File: config.mk
export PLATFORM = sky130hd
export DESIGN_NAME = demux_1_to_2_stream
export DESIGN_NICKNAME = d
export VERILOG_FILES = /design/src/rtl/demux_1_to_2_stream.sv
export SDC_FILE = /design/constraint.sdc
export NUM_CORES = 1
export LEC_CHECK = 0
export CORE_ASPECT_RATIO = 0.8
export CORE_MARGIN = 3
export CORE_UTILIZATION = 46
export CTS_BUF_LIST = sky130_fd_sc_hd__clkbuf_8
export DETAILED_ROUTE_END_ITERATION = 7
export PLACE_DENSITY_LB_ADDON = 0.12
export SLEW_MARGIN = 20
export SYNTH_ARGS = -nofsm -noshare
export SYNTH_HDL_FRONTEND = slang
export SYNTH_SLANG_ARGS = --single-unit
File: constraint.sdc
create_clock -name clk -period 2 [get_ports clk]
set_clock_uncertainty 0.15 [all_clocks]
set_input_delay 0.4 -clock clk [delete_from_list [all_inputs] [get_ports clk]]
set_output_delay 0.4 -clock clk [all_outputs]
set_load 0.005 [all_outputs]
File: src/rtl/demux_1_to_2_stream.sv
// demux_1_to_2_stream: registered 1-to-2 stream demux; s=1 steers d to x, s=0 to y,
// each side a one-entry valid/ready holding register with a delivered-word counter.
module demux_1_to_2_stream #(
    parameter int WIDTH = 8,
    parameter int CNT_W = 8
) (
    input  logic             clk,
    input  logic             reset_n,
    input  logic [WIDTH-1:0] d,
    input  logic             d_valid,
    output logic             d_ready,
    input  logic             s,
    output logic [WIDTH-1:0] x,
    output logic             x_valid,
    input  logic             x_ready,
    output logic [WIDTH-1:0] y,
    output logic             y_valid,
    input  logic             y_ready,
    output logic [CNT_W-1:0] x_count,
    output logic [CNT_W-1:0] y_count
);
    typedef enum logic {EMPTY, FULL} side_t;
    side_t x_state, x_next, y_state, y_next;
    logic  load_x, load_y, drain_x, drain_y;

    assign x_valid = x_state == FULL;
    assign y_valid = y_state == FULL;

    // A refill on the same edge as a drain keeps the side FULL.
    always_comb begin
        d_ready = s ? (!x_valid || x_ready) : (!y_valid || y_ready);
        load_x  = d_valid && d_ready && s;
        load_y  = d_valid && d_ready && !s;
        drain_x = x_valid && x_ready;
        drain_y = y_valid && y_ready;
        x_next  = load_x ? FULL : drain_x ? EMPTY : x_state;
        y_next  = load_y ? FULL : drain_y ? EMPTY : y_state;
    end

    always_ff @(posedge clk or negedge reset_n) begin
        if (!reset_n) begin
            x_state <= EMPTY;
            y_state <= EMPTY;
        end else begin
            x_state <= x_next;
            y_state <= y_next;
        end
    end

    always_ff @(posedge clk or negedge reset_n) begin
        if (!reset_n) begin
            x       <= '0;
            y       <= '0;
            x_count <= '0;
            y_count <= '0;
        end else begin
            if (load_x) x <= d;
            if (load_y) y <= d;
            if (drain_x) x_count <= x_count + 1'b1;
            if (drain_y) y_count <= y_count + 1'b1;
        end
    end
endmodule

==> metrics, run 1 <==
Cell Rows=17; initial detailed-routing violation count=67; hold slack=0.326 ns; Synth top area share=0.617; max-cap viol count=0; Rel. slew slack=0.724; Routed Antenna Nets=0; Initial Utilization=0.491; Syn Nets=118; Met3 Wirelength=approximately 170 um; Post-CTS Setup Repair Bufs=0; Die Width=slightly below 70 um; CTS tree=done; Total Routing Usage GR=0.176; Post-Place Setup Slack=-0.297 ns; drt via density=4.88; synth top area cells=dfrtp_1 62%, mux2_2 16%, xor2_1 6.4%, nand2_1 3.3%, xnor2_1 2.5%; Main synth FF type=dfrtp_1; post-route setup slack=0.0846 ns; post-layout min period=1.92 ns; power consumption=roughly 2.2 mW; Pwr Density=1070 nW/um^2; period utilisation layout=0.958; Worst Tran Pin Value=0.413 ns; 1st-pass router iterations=6; Area Growth Syn to Fin=49.8%; synthesized area per cell=between 10 and 15 um^2; Core ar.=~2800 um^2; critical path arrival=1.37 ns; Yosys top cell by area=dfrtp_1; routed len/inst=14.0 um; detailed placer's ending HPWL=roughly 2.1 mm; standby leakage power=just over 0.9 nW; I/O Buffers=48; DR DRC count=0; Crit Path Class=input pin to output port; Crit Path Max Fanout=3; Synth top cells by count=34 x dfrtp_1, 19 x mux2_2, 12 x nand2_1; Unique masters post-synth=17; antenna violations before repair=0; antenna fix cells=0; #FFs+latches synth=34; largest net degree at the start of global routing=35; vias=995; first-pass GRT wire length=4.71 mm; Chip Height=55.0 um; fillcell total=between 200 and 250; clock sinks=34; hold path start=x_count[7]; TritonCTS Buffers=5; Final Max Slew Viols=0; Layout Nets=about 180; peak supply drop=~750 uV; io pins=49; f_max=around 520 MHz; Clock Path Buffers=2; met2 wire length=1.43 mm; TNS Setup=0 ns; RSZ-0062 raised after global routing=false; critical path launch point type=input pin; Synth Instances=around 100; worst hold path class=register to register; Post-synth EDFFs=0; status=finished clean; Top Metal Used=met4; Final setup viols=0; final hold viol count=0; Post-Route WL=2.86 mm; WP data required=1.45 ns; Seq/Total Area, Yosys=0.617; Synth Warn #=0; vias in the first global route=1,032; Post-synth ARST share=1.00; cell with the most instances after synthesis=dfrtp_1; CP endpoint kind=output port; Post-CTS Hold Fix Bufs=0; Setup crit start=x_ready; reg2reg start=y_valid; DIE AREA=about 3700 um^2; layout cell share with drive strength beyond 1=0.241; H-tree depth=2; placer congestion estimate=0.740; clk slew on worst S/H paths=0.07 ns; Met1 Wirelength=~1.2 mm; grt ovf=0; Clock Latency Late Sink=around 0.28 ns; CTS root buf=clkbuf_8; synthesized cell area=1380 um^2
-- where the power goes --
part	total (mW)	internal, mW	switching, mW
Clock	0.513	0.276	0.237
Sequential	1.02	0.857	0.168
Combinational	0.672	0.459	0.214
-- metrics by stage --
stage	cell area, um^2	std cells	utilization
after floorplan	1380	102	-
after global placement	1970	196	0.701
after detailed placement	1970	196	0.701
after CTS	2070	204	0.736
after global routing	2070	204	0.736
final	2070	204	0.736
-- layout by cell type (no fill, tap or decap) --
cell	n
dlygate4sd2_1	1
xor2_1	10
nor4_1	2
nand2_1	12
nor3b_4	1
nand2b_2	1
nor2b_1	1
clkdlybuf4s50_1	46
nor3_1	4
mux2_2	19
nand2b_4	1
buf_4	9
nand3_1	4
xnor2_1	4
clkinv_2	1
buf_2	1
clkbuf_8	6
clkinvlp_4	1
nor2_1	4
o21ai_0	1
inv_1	1
dfrtp_1	34
ha_1	2
-- kinds of logic (layout without fill, tap and decap cells) --
| kind of cell | after synthesis | in the layout | share of synthesized area |
|---|---|---|---|
| AOI/OAI and AO/OA | 1 | 1 | 0.00363 |
| xor gates and xnor gates | 14 | 14 | 0.0889 |
| adders and majority gates | 2 | 2 | 0.0181 |
| buffers and inverters | 2 | 66 | 0.00635 |
| DFF | 34 | 34 | 0.617 |
| muxes | 19 | 19 | 0.155 |
| and+or+nand+nor | 30 | 30 | 0.111 |
-- area by class of cell --
class	instances	area (um^2)	share of cell area
Sequential cell	34	851	0.412
Tap cell	38	47.5	0.0230
Inverter	1	3.75	0.00182
Clock inverter	2	12.5	0.00606
Multi-Input combinational cell	66	527	0.255
Clock buffer	6	82.6	0.0400
Timing Repair Buffer	57	542	0.262
-- state kept, by name (all words and copies together), names as in the netlist --
| signal | count |
|---|---|
| y | 8 |
| x_count | 8 |
| y_valid | 1 |
| x_valid | 1 |
| y_count | 8 |
| x | 8 |
-- critical path, cell delays in order --
cell and delay, ns:
clkdlybuf4s50_1 0.43, nand2b_4 0.15, mux2_2 0.26, buf_2 0.13
-- path summary, 6_finish.rpt --
check                              to  slack (ns)  cells past startpoint
max reg2reg                      y[1]        0.45                      5
max                           d_ready        0.08                      4
min reg2reg                x_count[7]        0.33                      1
min in group asynchronous        y[3]        0.38                      2
min                        x_count[7]        0.33                      1
max in group asynchronous  x_count[6]        1.02                      2
-- timing repair --
| item | 4_1_cts | 5_1_grt |
|---|---|---|
| resized for setup | 6 | 0 |
| hold endpoints to repair | 0 | 0 |
| setup endpoints to repair | 1 | 0 |
-- metal layers --
layer | up-vias | global-route usage
li1 | 467 | -
met1 | 489 | 0.221
met2 | 35 | 0.285
met3 | 4 | 0.0545
met4 | 0 | 0.0774
met5 | - | 0
No activity file was read; power rests on OpenSTA's default activity.
==> run 2: changes to the inputs <==
- CAP_MARGIN: default -> 20
- CORE_UTILIZATION: 46 -> 45
==> run 2 against run 1 <==
Net effect:
- die area is 2.0% higher
- global-route usage is 0.43 points higher
- routed wire length is 1.9% higher
- clock power is 24% higher
- sequential share of layout area is 0.49 points lower
- non-clock buffer count stayed put
- clock-buffer cell count stayed put
- final area is 1.2% higher
- largest cell class unchanged
- largest power group unchanged
==> metrics, run 2 (synthesis gave the netlist of run 1 again) <==
Pwr Density=~1100 nW/um^2; Area after DPL=1970 um^2; critical path launch point type=input pin; antenna fix cells=0; status=finished clean; Setup crit start=y_ready; drt via density=4.91; commonest non-fill, non-tap cells in the layout=44 x clkdlybuf4s50_1, 34 x dfrtp_1, 19 x mux2_2; I/O Buffers=48; power consumption=2.33 mW; WP data required=between 1 and 1.5 ns; antenna violations before repair=0; Crit Path Max Fanout=2; TritonCTS Buffers=5; post-layout min period=1.85 ns; Min-Delay Endpoint=x_count[7]; Post-Route WL=slightly below 3 mm; hold path start=x_count[7]; most crowded layer after global routing=met2; delay-heaviest family, CP=buffers and inverters; period utilisation layout=0.927; Clock Latency Late Sink=~0.28 ns; detailed placer's ending HPWL=between 2 and 2.5 mm; Die Width=67.9 um; met2 Use GR=0.277; RSZ-0062 raised after global routing=false; R2R Path End=y[2]; Routed Antenna Nets=0; Rel. slew slack=0.721; first-pass GRT wire length=5.02 mm; max-cap viol count=0; vias=between 900 and 1,000; GR Util met3=0.0732; clock sinks=34; M1 GR Usage=0.230; peak supply drop=913 uV; final hold viol count=0; H-tree depth=2; CTS root buf=clkbuf_8; Initial Utilization=0.484; Clock Path Buffers=2; io pins=49; Crit path buffers/inverters=2; placer congestion estimate=0.771; Crit Path Class=input pin to output port; reg2reg start=y_valid; critical path arrival=~1.3 ns; commonest non-fill, non-tap cell in the layout=clkdlybuf4s50_1; Final setup viols=0; final instance area=2090 um^2; CP endpoint kind=output port; Chip Height=55.5 um; Cell Rows=17; Worst Tran Pin Value=0.419 ns; f_max=around 540 MHz; grt ovf=0; DIE AREA=3770 um^2; CP max stage delay=roughly 0.26 ns; DR DRC count=0; layout cell share with drive strength beyond 1=0.236; Total Routing Usage GR=0.181; routed len/inst=14.3 um; vias in the first global route=1,050; 1st-pass router iterations=4; clk slew on worst S/H paths=0.07 ns; Min-Delay Path Depth=1; Area Growth Syn to Fin=51.6%; Core ar.=2850 um^2; standby leakage power=about 0.95 nW; slowest CP cell=mux2_2; Final Max Slew Viols=0; CTS tree=done; Layout Nets=181; Reg2Reg Setup Slack=0.43 ns; initial detailed-routing violation count=43; CP cell instances=dlygate4sd2_1 > nand2b_2 > mux2_2 > clkdlybuf4s15_2; worst hold path class=register to register; Post-CTS Hold Fix Bufs=0; r2r worst-path depth=5; largest net degree at the start of global routing=35
## run 2: cell count changes in the layout (fill, tap and decap cells not counted)
cell,change
clkdlybuf4s15_2,+1
bufinv_16,+1
clkinv_2,-1
clkinvlp_4,-1
clkdlybuf4s50_1,-2
dlygate4sd2_1,+1
buf_2,-1
dlymetal6s2s_1,+1
## run 2: area by class of cell
| type | instances | area (um^2) |
|---|---|---|
| repair buffers | 57 | 549 |
| fillers | 212 | 759 |
| clock inverters | 1 | 30.0 |
| well taps | 38 | 47.5 |
| flip-flops and latches | 34 | 851 |
| inverters | 1 | 3.75 |
| multi-input cells | 66 | 527 |
| clock buffers | 6 | 82.6 |
## run 2: worst reg2reg max path: stages, from the launching register on
cell,delay (ns)
dfrtp_1,0.43
nand2b_2,0.10
buf_4,0.11
nor3b_4,0.18
buf_4,0.17
mux2_2,0.33
## run 2: layer usage
layer,wire (um),vias up
li1,-,469
met4,44,0
met3,232,6
met2,1410,41
met5,0,-
met1,1220,481
## run 2: worst max path at each step
stage                         end  slack, ns  cells after the start
after floorplan              y[0]       0.53                      3
after global placement    d_ready      -0.29                      4
after detailed placement  d_ready      -0.31                      4
after CTS                 d_ready      0.005                      3
after global routing      x_valid       0.11                      1
final                     d_ready       0.15                      4
## run 2: repair_timing
| action | in CTS | in global routing |
|---|---|---|
| setup endpoints to repair | 1 | 1 |
| resized for setup | 6 | 1 |
| buffers inserted | 0 | 0 |
## run 2: metrics by stage
| stage | hold WS [ns] | utilization | setup TNS (ns) | worst slack [ns] | instances |
|---|---|---|---|---|---|
| after floorplan | -0.0456 | - | 0 | 0.526 | 102 |
| after global placement | 0.304 | 0.691 | -0.754 | -0.289 | 196 |
| after detailed placement | 0.312 | 0.691 | -1.01 | -0.310 | 196 |
| after CTS | 0.321 | 0.733 | 0 | 0.00524 | 203 |
| after global routing | 0.346 | 0.734 | 0 | 0.106 | 203 |
| final | 0.315 | 0.734 | 0 | 0.146 | 203 |
## run 2: report_power, final
part	switching (mW)	internal [mW]
registers	0.170	0.857
logic	0.212	0.457
clock network	0.236	0.398
total	0.617	1.71
==> run 3: changes to the inputs <==
- CORE_UTILIZATION: 45 -> 46
==> results of run 3 <==
Final layout, timing and power as in run 1 (identical DEF).
==> variant, RTL diff (config.mk and constraints of run 3) <==
The parameter `CNT_W` goes from 8 to 12.
--- a/src/rtl/demux_1_to_2_stream.sv
+++ b/src/rtl/demux_1_to_2_stream.sv
@@ -3,5 +3,5 @@
 module demux_1_to_2_stream #(
     parameter int WIDTH = 8,
-    parameter int CNT_W = 8
+    parameter int CNT_W = 12
 ) (
     input  logic             clk,
Interface: changed (resized x_count and y_count); port bits go from 49 to 57. The function was not compared with the original's and may differ.
==> variant against run 3 <==
- count of clock-buffer cells in the layout fell by 1
- worst setup slack improved by 12 ps
- sequential cell count rose by 8
- synthesized area rose by 25%
- total power rose by 13%
- wire length rose by 26%
- design area rose by 21%
- worst hold slack got worse by 6.8 ps
- non-clock buffer count rose by 5
==> variant: results (changes against run 3) <==
Drt
  – Routed length per instance: 15.0 µm (+6.9%)
  – Via/cell ratio: 5.05 (+3.6%)
  – WL met3: 175 µm (+4.2%)
  – DR pass1 iterations: 4 (-2)
  – Met2 Wirelength: 1770 µm (+24%)
  – WL final: 3610 µm (+26%)

Layout
  – # fillers: 255 (+21%)
  – Layout clock area frac: 0.0439 (-0.00210)
  – Buffers, non-clock: 62 (+8.8%)

Yosys
  – Yosys cell types: 19 (+2)
  – Commonest cells in the netlist: dfrtp_1, mux2_2, xnor2_1, nand2_1, nand3_1
  – Synth Area in XOR/XNOR: 0.112 (+0.0229)
  – Adder-cell share of the synthesized area: 0.0145 (-0.00362)
  – Syn nets: 146 (+24%)

Global routing
  – Met3 Usage GRT: 0.0497 (-0.00488)
  – First-pass GRT wire length: 5890 µm (+25%)
  – Total track usage: 0.179 (+0.00263)
  – Grt met2 use: 0.285 (about the same)

Worst setup path
  – Critical path fanouts, max: 4 (+1)
  – Slowest-stage cell, CP: dfrtp_1
  – Launching point of the worst reg2reg path: y_count[0]$_DFFE_PN0P_
  – Critical Path AT: 1350 ps (-20 ps)

Power
  – LEAKAGE: 1.10 nW (+19%)
  – P_seq: 1.19 mW (+17%)
  – Max VDD drop: 0.683 mV (-9.4%)
  – Clk pwr: 0.663 mW (+29%)

Placement
  – IO Port Bufs: 56 (+17%)
  – RePlAce Congestion: 0.737 (-0.41%)
  – Hpwl dp: 2630 µm (+23%)

Clocking
  – Clk_lat worst skew: 300 ps (+20 ps)

STA
  – Rel. slew slack: 0.651 (-0.0733)

Run status
  – Status: finished clean
## variant: changes by cell type in the layout (fill, tap and decap cells not counted), moves of 3 or more
| cell | run 3 | this run |
|---|---|---|
| xor2_1 | 10 | 7 |
| dlygate4sd2_1 | 1 | 4 |
| dfrtp_1 | 34 | 42 |
| nor3_1 | 4 | 0 |
| nand3_1 | 4 | 10 |
| buf_4 | 9 | 4 |
| xnor2_1 | 4 | 15 |
| clkdlybuf4s50_1 | 46 | 51 |
| nand4_1 | 0 | 4 |
## variant: per-stage QoR
step | setup slack, ps | utilization | cell area, µm² | hold slack, ps | power (mW)
3_5_place_dp | -325 | 0.675 | 2380 | 254 | 1.86
5_1_grt | 22.2 | 0.712 | 2510 | 351 | 2.64
6_report | 96.7 | 0.712 | 2510 | 319 | 2.50
2_1_floorplan | 593 | - | 1720 | -45.6 | 1.41
3_3_place_gp | -322 | 0.675 | 2380 | 236 | 1.83
4_1_cts | 93.0 | 0.712 | 2510 | 327 | 2.53
